===== config.mk =====
export PLATFORM = sky130hd
export DESIGN_NAME = fault_recovery_controller
export DESIGN_NICKNAME = d
export VERILOG_FILES = /design/src/rtl/bldc_fault_pkg.sv /design/src/rtl/fault_timer.sv /design/src/rtl/fault_recovery_controller.sv
export SDC_FILE = /design/constraint.sdc
export NUM_CORES = 1
export LEC_CHECK = 0
export BUFFER_PORTS_ARGS = -buffer_cell sky130_fd_sc_hd__buf_4
export CAP_MARGIN = 25
export CORE_ASPECT_RATIO = 1.4
export CORE_UTILIZATION = 55
export DETAILED_ROUTE_END_ITERATION = 7
export GPL_ROUTABILITY_DRIVEN = 0
export PLACE_DENSITY = 0.73
export SETUP_SLACK_MARGIN = 0.4
export SYNTH_ARGS = -nofsm -noshare
export SYNTH_HDL_FRONTEND = slang
export SYNTH_SLANG_ARGS = --single-unit

===== constraint.sdc =====
create_clock -name clk -period 2.9 [get_ports clk]
set_input_delay 0.29 -clock clk [delete_from_list [all_inputs] [get_ports clk]]
set_output_delay 0.29 -clock clk [all_outputs]
set_load 0.05 [all_outputs]

===== src/rtl/bldc_fault_pkg.sv =====
// Shared types and constants for the motor-drive fault recovery path.
// Default parameter values live here so the controller and its bench agree.
package bldc_fault_pkg;

  typedef enum logic [2:0] {
    ST_IDLE,
    ST_RUN,
    ST_TRIP,
    ST_COOLDOWN,
    ST_LOCKOUT
  } fault_state_t;

  localparam int DEF_QUAL_CYCLES     = 2;
  localparam int DEF_COOLDOWN_CYCLES = 1000;
  localparam int DEF_MAX_RETRIES     = 3;
  localparam int DEF_STABLE_CYCLES   = 10000;

  // Bits needed to hold 0..max_val, never less than one.
  function automatic int cnt_bits(input int max_val);
    return (max_val < 2) ? 1 : $clog2(max_val + 1);
  endfunction

  localparam int DEF_RETRY_W = $clog2(DEF_MAX_RETRIES + 1);

endpackage


===== src/rtl/fault_timer.sv =====
// Reloadable down-counter: load wins over dec, and the count holds at zero.
module fault_timer #(
  parameter int W = 8
) (
  input  logic         clk,
  input  logic         reset,
  input  logic         load,
  input  logic [W-1:0] load_val,
  input  logic         dec,
  output logic         zero
);

  logic [W-1:0] cnt_q;

  always_ff @(posedge clk or posedge reset) begin
    if (reset) begin
      cnt_q <= '0;
    end else if (load) begin
      cnt_q <= load_val;
    end else if (dec && (cnt_q != '0)) begin
      cnt_q <= cnt_q - W'(1);
    end
  end

  assign zero = (cnt_q == '0);

endmodule


===== src/rtl/fault_recovery_controller.sv =====
// Qualifies the detector's fault flag, removes gate drive, cools down and retries,
// latching a lockout after MAX_RETRIES trips until the host clears it.
module fault_recovery_controller
  import bldc_fault_pkg::*;
#(
  parameter int QUAL_CYCLES     = DEF_QUAL_CYCLES,
  parameter int COOLDOWN_CYCLES = DEF_COOLDOWN_CYCLES,
  parameter int MAX_RETRIES     = DEF_MAX_RETRIES,
  parameter int STABLE_CYCLES   = DEF_STABLE_CYCLES
) (
  input  logic                               clk,
  input  logic                               reset,
  input  logic                               fault,
  input  logic                               enable_req,
  input  logic                               clear,
  output logic                               gate_enable,
  output logic                               fault_active,
  output logic                               lockout,
  output logic                               trip_pulse,
  output logic [$clog2(MAX_RETRIES+1)-1:0]   retry_count
);

  localparam int QW = cnt_bits(QUAL_CYCLES - 1);
  localparam int SW = cnt_bits(STABLE_CYCLES);
  localparam int CW = cnt_bits(COOLDOWN_CYCLES - 1);
  localparam int RW = $clog2(MAX_RETRIES + 1);

  fault_state_t  state_q, state_d;
  logic [QW-1:0] q_q, q_d;
  logic [SW-1:0] s_q, s_d;
  logic [RW-1:0] retry_q, retry_d;
  logic          gate_enable_q, fault_active_q, lockout_q, trip_pulse_q;

  logic cd_load, cd_dec, cd_zero;

  // Loaded while in TRIP so the count is ready on the first COOLDOWN cycle.
  assign cd_load = (state_q == ST_TRIP) || ((state_q == ST_COOLDOWN) && fault);
  assign cd_dec  = (state_q == ST_COOLDOWN) && !fault;

  fault_timer #(.W(CW)) u_cooldown (
    .clk      (clk),
    .reset    (reset),
    .load     (cd_load),
    .load_val (CW'(COOLDOWN_CYCLES - 1)),
    .dec      (cd_dec),
    .zero     (cd_zero)
  );

  always_comb begin
    state_d = state_q;
    q_d     = q_q;
    s_d     = s_q;
    retry_d = retry_q;
    case (state_q)
      ST_IDLE: begin
        q_d = '0;
        s_d = '0;
        if (enable_req) state_d = ST_RUN;
      end
      ST_RUN: begin
        if (fault) begin
          s_d = '0;
          if (q_q == QW'(QUAL_CYCLES - 1)) begin
            q_d     = '0;
            state_d = ST_TRIP;
            retry_d = (retry_q == RW'(MAX_RETRIES)) ? retry_q : retry_q + RW'(1);
          end else begin
            q_d = q_q + QW'(1);
          end
        end else begin
          q_d = '0;
          if (s_q >= SW'(STABLE_CYCLES - 1)) begin
            s_d     = SW'(STABLE_CYCLES);
            retry_d = '0;
          end else begin
            s_d = s_q + SW'(1);
          end
        end
        // A trip outranks the host dropping its run request.
        if (state_d != ST_TRIP && !enable_req) state_d = ST_IDLE;
      end
      ST_TRIP: begin
        state_d = (retry_q == RW'(MAX_RETRIES)) ? ST_LOCKOUT : ST_COOLDOWN;
      end
      ST_COOLDOWN: begin
        if (cd_zero && !fault) begin
          state_d = enable_req ? ST_RUN : ST_IDLE;
          q_d     = '0;
          s_d     = '0;
        end
      end
      ST_LOCKOUT: begin
        if (clear && !fault) begin
          state_d = ST_IDLE;
          retry_d = '0;
        end
      end
      default: state_d = ST_IDLE;
    endcase
  end

  always_ff @(posedge clk or posedge reset) begin
    if (reset) begin
      state_q        <= ST_IDLE;
      q_q            <= '0;
      s_q            <= '0;
      retry_q        <= '0;
      gate_enable_q  <= 1'b0;
      fault_active_q <= 1'b0;
      lockout_q      <= 1'b0;
      trip_pulse_q   <= 1'b0;
    end else begin
      state_q        <= state_d;
      q_q            <= q_d;
      s_q            <= s_d;
      retry_q        <= retry_d;
      gate_enable_q  <= (state_d == ST_RUN);
      fault_active_q <= (state_d == ST_TRIP) || (state_d == ST_COOLDOWN) ||
                        (state_d == ST_LOCKOUT);
      lockout_q      <= (state_d == ST_LOCKOUT);
      trip_pulse_q   <= (state_d == ST_TRIP);
    end
  end

  assign gate_enable  = gate_enable_q;
  assign fault_active = fault_active_q;
  assign lockout      = lockout_q;
  assign trip_pulse   = trip_pulse_q;
  assign retry_count  = retry_q;

endmodule


* After elaboration in Yosys (flattened, before gate mapping) *
Cells that the tools add are included.

cells by class
  add/sub/neg operators = 4
  order comparisons = 1
  equality and inequality tests = 15
  multiplexer cells = 26
  reductions and logical operators = 19

operators with widths
  kind                     count
  $mux W14                 3
  $pmux W14 S3             1
  $mux W3                  8
  $mux W10                 2
  $pmux W3 S5              1
  $add A14 B1 Y14 const B  1
  $ge A14 B14 Y1 const B   1
  $eq A3 B2 Y1 const B     4
  $logic_not A10 Y1        1
  $mux W2                  5
  $reduce_bool A10 Y1      1
  $sub A10 B1 Y10 const B  1
  $ne A3 B3 Y1 const B     3
  $eq A3 B1 Y1 const B     2
  $eq A3 B3 Y1 const B     2
  $logic_and A1 B1 Y1      6
  $reduce_and A5 Y1        1
  $mux W1                  4
  $pmux W2 S2              1
  $reduce_bool A2 Y1       2
  $logic_not A3 Y1         1
  $logic_or A1 B1 Y1       3
  $ne A3 B2 Y1 const B     1
  $pmux W1 S3              1
  other kinds (8)          9

storage, ports and cells
  flip-flop bits (word level) = 34
  input bits = 5
  output and inout bits = 6
  word-level logic and storage cells = 74

* Logic depth before layout (Yosys ltp) *
  depth after elaboration = 10
  gate-level depth with buffers = 6
  mapped depth without buffers = 6

* Modules after synthesis *
Synthesis repeated with hierarchy kept, for this count alone.

second synthesis, totals
  cell total of the unflattened synthesis = 216
  area, all modules = 2033.2 um2

by module, submodules not included
  module                     instances  cells an instance  area an instance (um2)  seq. area each (um2)
  fault_recovery_controller  1          147                1377.6                  600.6
  fault_timer                1          69                 655.6                   250.2

* Least setup slack after synthesis *
Ideal clock, no wire load.

  path type = register -> register
  start = register u_cooldown.cnt_q[0]
  end = register u_cooldown.cnt_q[3]
  library setup time = 0.120 ns
  arrival = 1.872 ns
  data required time = 2.780 ns
  path slack = 0.909 ns
  cell stages (with the launch flop) = 7
  buffers on the path = 0
  period minus slack after synthesis = 1.991 ns
  cells stage by stage = dfrtp_1 -> inv_1 -> ha_1 -> or4b_1 -> o31a_1 -> a32o_1 -> a31o_1

on the way
  longest elaborated chain between the ends = 3
  elaborated cells on any way between the ends = 6
  classes of those cells = add/sub: 1; mux: 2; reduce/logical: 3

ends and longest elaborated chain
  element                                                 line                                  text
  from (decl)                                             fault_timer.sv:13                     logic [W-1:0] cnt_q;
  from (signal assigned)                                  fault_timer.sv:19                     cnt_q <= load_val;
  from (signal assigned)                                  fault_timer.sv:21                     cnt_q <= cnt_q - W'(1);
  $sub A10 B1 Y10 or $reduce_bool A10 Y1 (tied branches)  fault_timer.sv:21, fault_timer.sv:20
  $mux W10 or $logic_and A1 B1 Y1 (tied branches)         fault_timer.sv:20                     end else if (dec && (cnt_q != '0)) begin
  $mux W10 or $reduce_bool A2 Y1 (tied branches)          n/a

Several ways; a longest one is shown, not always the timed one. The select of a mux whose other input is x is not followed.
A chain may end at the register's enable or synchronous reset.

* Worst setup path after layout *
  start = register state_q[0]
  end = register retry_q[0], in the netlist retry_count[0]

on the way
  longest elaborated chain between the ends = 3
  elaborated cells on any way between the ends = 9
  classes of those cells = eq/ne: 6; mux: 1; reduce/logical: 2

ends and longest elaborated chain
  element                                               line                              text
  from (decl)                                           fault_recovery_controller.sv:28   fault_state_t state_q, state_d;
  from (signal assigned)                                fault_recovery_controller.sv:113  state_q <= state_d;
  $eq A3 B1 Y1 or $eq A3 B3 Y1 (tied branches)          fault_recovery_controller.sv:54   case (state_q)
  $ne A3 B3 Y1 (no line), or another cell as far along  n/a
  $reduce_and A5 Y1 (no line)                           n/a
  to (signal assigned)                                  fault_recovery_controller.sv:116  retry_q <= retry_d;
  to (decl)                                             fault_recovery_controller.sv:31   logic [RW-1:0] retry_q, retry_d;

Several ways; a longest one is shown, not always the timed one.

==> impl_summary.md <==
Critical path
The worst reg2reg path depth is 4. The data required time of the critical path is roughly 3 ns. The startpoint identified for the worst register-to-register timing path is state_q[0]. The worst setup path is captured at a flip-flop.

Of all nets on the critical path, the largest fanout is 17. The end of the worst register-to-register path is retry_count[0]. The worst-case register-to-register setup slack is between 0.6 and 0.7 ns. The critical path start-end classification is flip-flop to flip-flop.

The data arrival time of the critical path is around 2.4 ns. The worst setup path is launched from a flip-flop.

Yosys
The combined area of all synthesized cells is 2030 µm². In the synthesized netlist, the number of instances is ~220. The post-synthesis average cell area is just over 9 µm². After synthesis, the cell types taking the most area are dfrtp_1, nor2_1, ha_1, a31oi_1, nand2_1. Counting distinct cell types in the post-synthesis netlist gives 55.

The synthesized netlist devotes approximately 2.5% of its cell area to adder and majority cells. After synthesis, the largest family of logic cells by area is simple AND/OR/NAND/NOR gates. The top cell type by area accounts for about two fifths of the synthesized area. In the post-synthesis netlist, the cell with the most instances is dfrtp_1. The number of flops mapped to enable cells by yosys is 0.

The commonest cells after synthesis are dfrtp_1, nor2_1, nand2_1. Measured against the total synthesized area, the mux share comes to 1.05%. Of the synthesized area, sequential elements account for roughly two fifths.

The synthesis-stage register bit count is 34. The cell type with the highest aggregate area in the netlist is dfrtp_1. The net count after synthesis is 232. The share of synthesized cell area in and, or, nand and nor gates is approximately 27%.

For this run, the number of Yosys warnings is 0. The fraction of registers with async set/reset is 100%. In the synthesized netlist the dominant register cell turns out to be dfrtp_1.

Of the total synthesized cell area, the portion taken by XOR and XNOR cells is less than 1%. Summing the areas of all compound-gate instances in the mapped netlist gives ~23% of the synthesized area.

Layout
The area growth from synthesis to layout is 11.8%. The total area of multi-input combinational cells is between 1000 and 1500 µm². At the end of the flow, the number of nets in the layout was 241. Leaving out filler cells and counting taps, the final layout contains roughly 270. The final core area utilization is between 60% and 70%. In the final layout, flip-flops and latches occupy approximately 850 µm².

In the final layout, the share of cells above drive strength 1 is ~12%. 0 antenna diodes ended up in the layout. The post-route standard cell area excluding fillers is approximately 2300 µm².

The filler cell count is 280.

Timing
The number of hold-slack violations in the final timing report came to 0. The count of final max-slew check failures is 0. Timing would allow up to around 0.44 GHz. The accumulated negative setup slack is 0 ns. The final clock skew is 0.00676 ns. The time the final worst path needs with I/O delays and setup is 2.26 ns. The smallest setup slack after layout is roughly 0.64 ns. Setup violations remaining at the end of the flow were counted as 0. For the pin with the worst max-slew slack, the measured transition is about 0.69 ns. The worst hold margin is ~0.25 ns. The worst pin sits at a relative slew slack of between 50 and 60%. Of the available clock period, the critical path in the final layout requires 78.0%. Setup repair after global routing left no endpoint under its margin.

Power
The switching part of the total power is between 30% and 40%. VDD sags by at most around 0.00060 V. The combinational share of power is approximately a third.

The switching power is 0.649 mW. The post-layout total power is between 1.5 and 2 mW. The power density over cell area is around 750 nW/µm². The analysis attributes to cell leakage a power of approximately 0.95 nW. Internal power comes to between 1 and 1.5 mW. The fraction of power consumed by sequential logic is slightly below 40%. The clock network burns roughly a quarter of the power.

Drt
The first routing iteration left 61 violations. Dividing the detail-routed wire length by the instance count gives ~18 µm. The first TritonRoute pass finished after 4 iterations.

The count of nets left with antenna violations once routing finished came out at 0. The average via count per standard cell is between 6 and 7. The routed layout has approximately 1.8k vias. The detailed-route DRC error count is 0. The sum of routed wire length over all layers is between 4000 and 5000 µm.

Floorplanning
For this design the top-level I/O count stands at 11. The initial utilization of the core area, before any placement, comes to 59.0%. The die area is approximately 3900 µm². The width of the chip is 53.3 µm.

The floorplan step defined a core boundary enclosing 3440 µm². In this run the core area contains 25 standard-cell rows. The vertical die dimension is approximately 74 µm.

CTS
Counting along the longest clock path gives a buffer depth of 2. The clock root buffer master is clkbuf_8. The number of buffers inserted to repair setup after CTS is 0. The number of buffers inserted for hold repair after clock tree synthesis is 0.

Counting the buffers created by CTS gives 5. The H-tree was split into 2 levels. The later pin in the worst-skew pair is clocked with a latency of slightly below 0.3 ns. The clock input transition at the sequential cells of the worst setup and hold paths is around 0.07 ns.

CTS saw 34 sinks. The count of cells resized by post-cts repair is 0. TritonCTS built the clock tree.

Global route
Summed over all layers, the global routing overflow is 0. The global-route usage over all layers is between 20% and 30%. The number of antenna violations at the first check in global routing is 0. The via count of the first global-routing pass was 1822. The global-route wire length before repair is 8290 µm.

Entering global routing, the biggest net connects 29 pins.

Place
The number of placed instances with taps included is 263. The area after detailed placement is around 2100 µm². Buffers placed on the I/O ports in this run total 10. The HPWL reported at the end of detailed placement is ~3600 µm. OpenSTA, run right after detailed placement, puts the worst setup slack at approximately 0.67 ns.

Worst hold path
The hold path startpoint is enable_req. The number of instances on the worst hold path is 3. The path category of the worst min-delay check is primary input to flip-flop.

The worst hold path terminates at gate_enable.

Outcome
The flow ran to the end, and the final reports show no timing, DRC or antenna violations.

Job
The number of maximum-capacitance constraint violations is 0.
-- power by group through the flow --
stage,clock network [mW],registers (mW),logic (mW)
detailed placement,0,0.678,0.588
global placement,0,0.666,0.567
finish,0.426,0.671,0.595
CTS,0.439,0.668,0.590
global route,0.450,0.684,0.657
floorplan,0,0.713,0.392
-- cells in the final DEF, fill, tap and decap left out, drive strengths merged, types with 4 or more instances in the layout --
cell | Yosys | final
inv | 10 | 10
o31a | 4 | 4
and3 | 5 | 5
a311oi | 4 | 4
ha | 4 | 4
o22ai | 5 | 5
buf | 3 | 13
nand2 | 11 | 11
a21oi | 6 | 6
nor4 | 5 | 5
nor2b | 4 | 4
nor2 | 23 | 23
nand3 | 8 | 8
nor3 | 8 | 8
a31oi | 7 | 7
nand4 | 6 | 6
o21ai | 8 | 8
dfrtp | 34 | 34
a211oi | 5 | 5
clkbuf | 9 | 5
-- worst max-delay path by stage --
stage | from | to | slack [ns] | cells past startpoint
final | state_q[0] | retry_count[0] | 0.64 | 4
after global routing | state_q[0] | s_q[13] | 0.40 | 4
after CTS | state_q[0] | retry_count[0] | 0.65 | 4
after detailed placement | state_q[0] | retry_count[0] | 0.67 | 4
after global placement | state_q[0] | retry_count[0] | 0.72 | 4
after floorplan | u_cooldown.cnt_q[0] | u_cooldown.cnt_q[3] | 0.91 | 6
-- per-layer routing --
layer	vias up	global-route usage (%)	wire [µm]
met5	-	0	0
li1	877	-	-
met3	17	7.04	123
met1	904	32.9	1960
met4	0	17.0	167
met2	39	49.3	2630
-- flip-flops by register name (all words and copies together), names as in the netlist --
name              flops
s_q                  14
u_cooldown.cnt_q     10
state_q               3
retry_count           2
fault_active          1
gate_enable           1
lockout               1
q_q                   1
trip_pulse            1
-- cell families after synthesis --
family | after synthesis
simple gates | 97
buf+inv | 22
compound gates | 63
mux | 2
fa+ha+maj | 4
xor+xnor | 1
flops | 34
-- critical path, cell delays in order (launching register included) --
cell and delay [ns]:
dfrtp_1 0.60, or4b_1 0.64, or2_4 0.33, o21ai_1 0.22, mux2_2 0.36
-- final cells by class --
class | count | area share, %
clock buffers | 5 | 3.03
clock inverters | 3 | 1.77
inverters | 10 | 1.65
multi-input cells | 167 | 48.2
flip-flops and latches | 34 | 37.5
well taps | 40 | 2.21
repair buffers | 14 | 5.63
(Power assumes the default switching activity.)
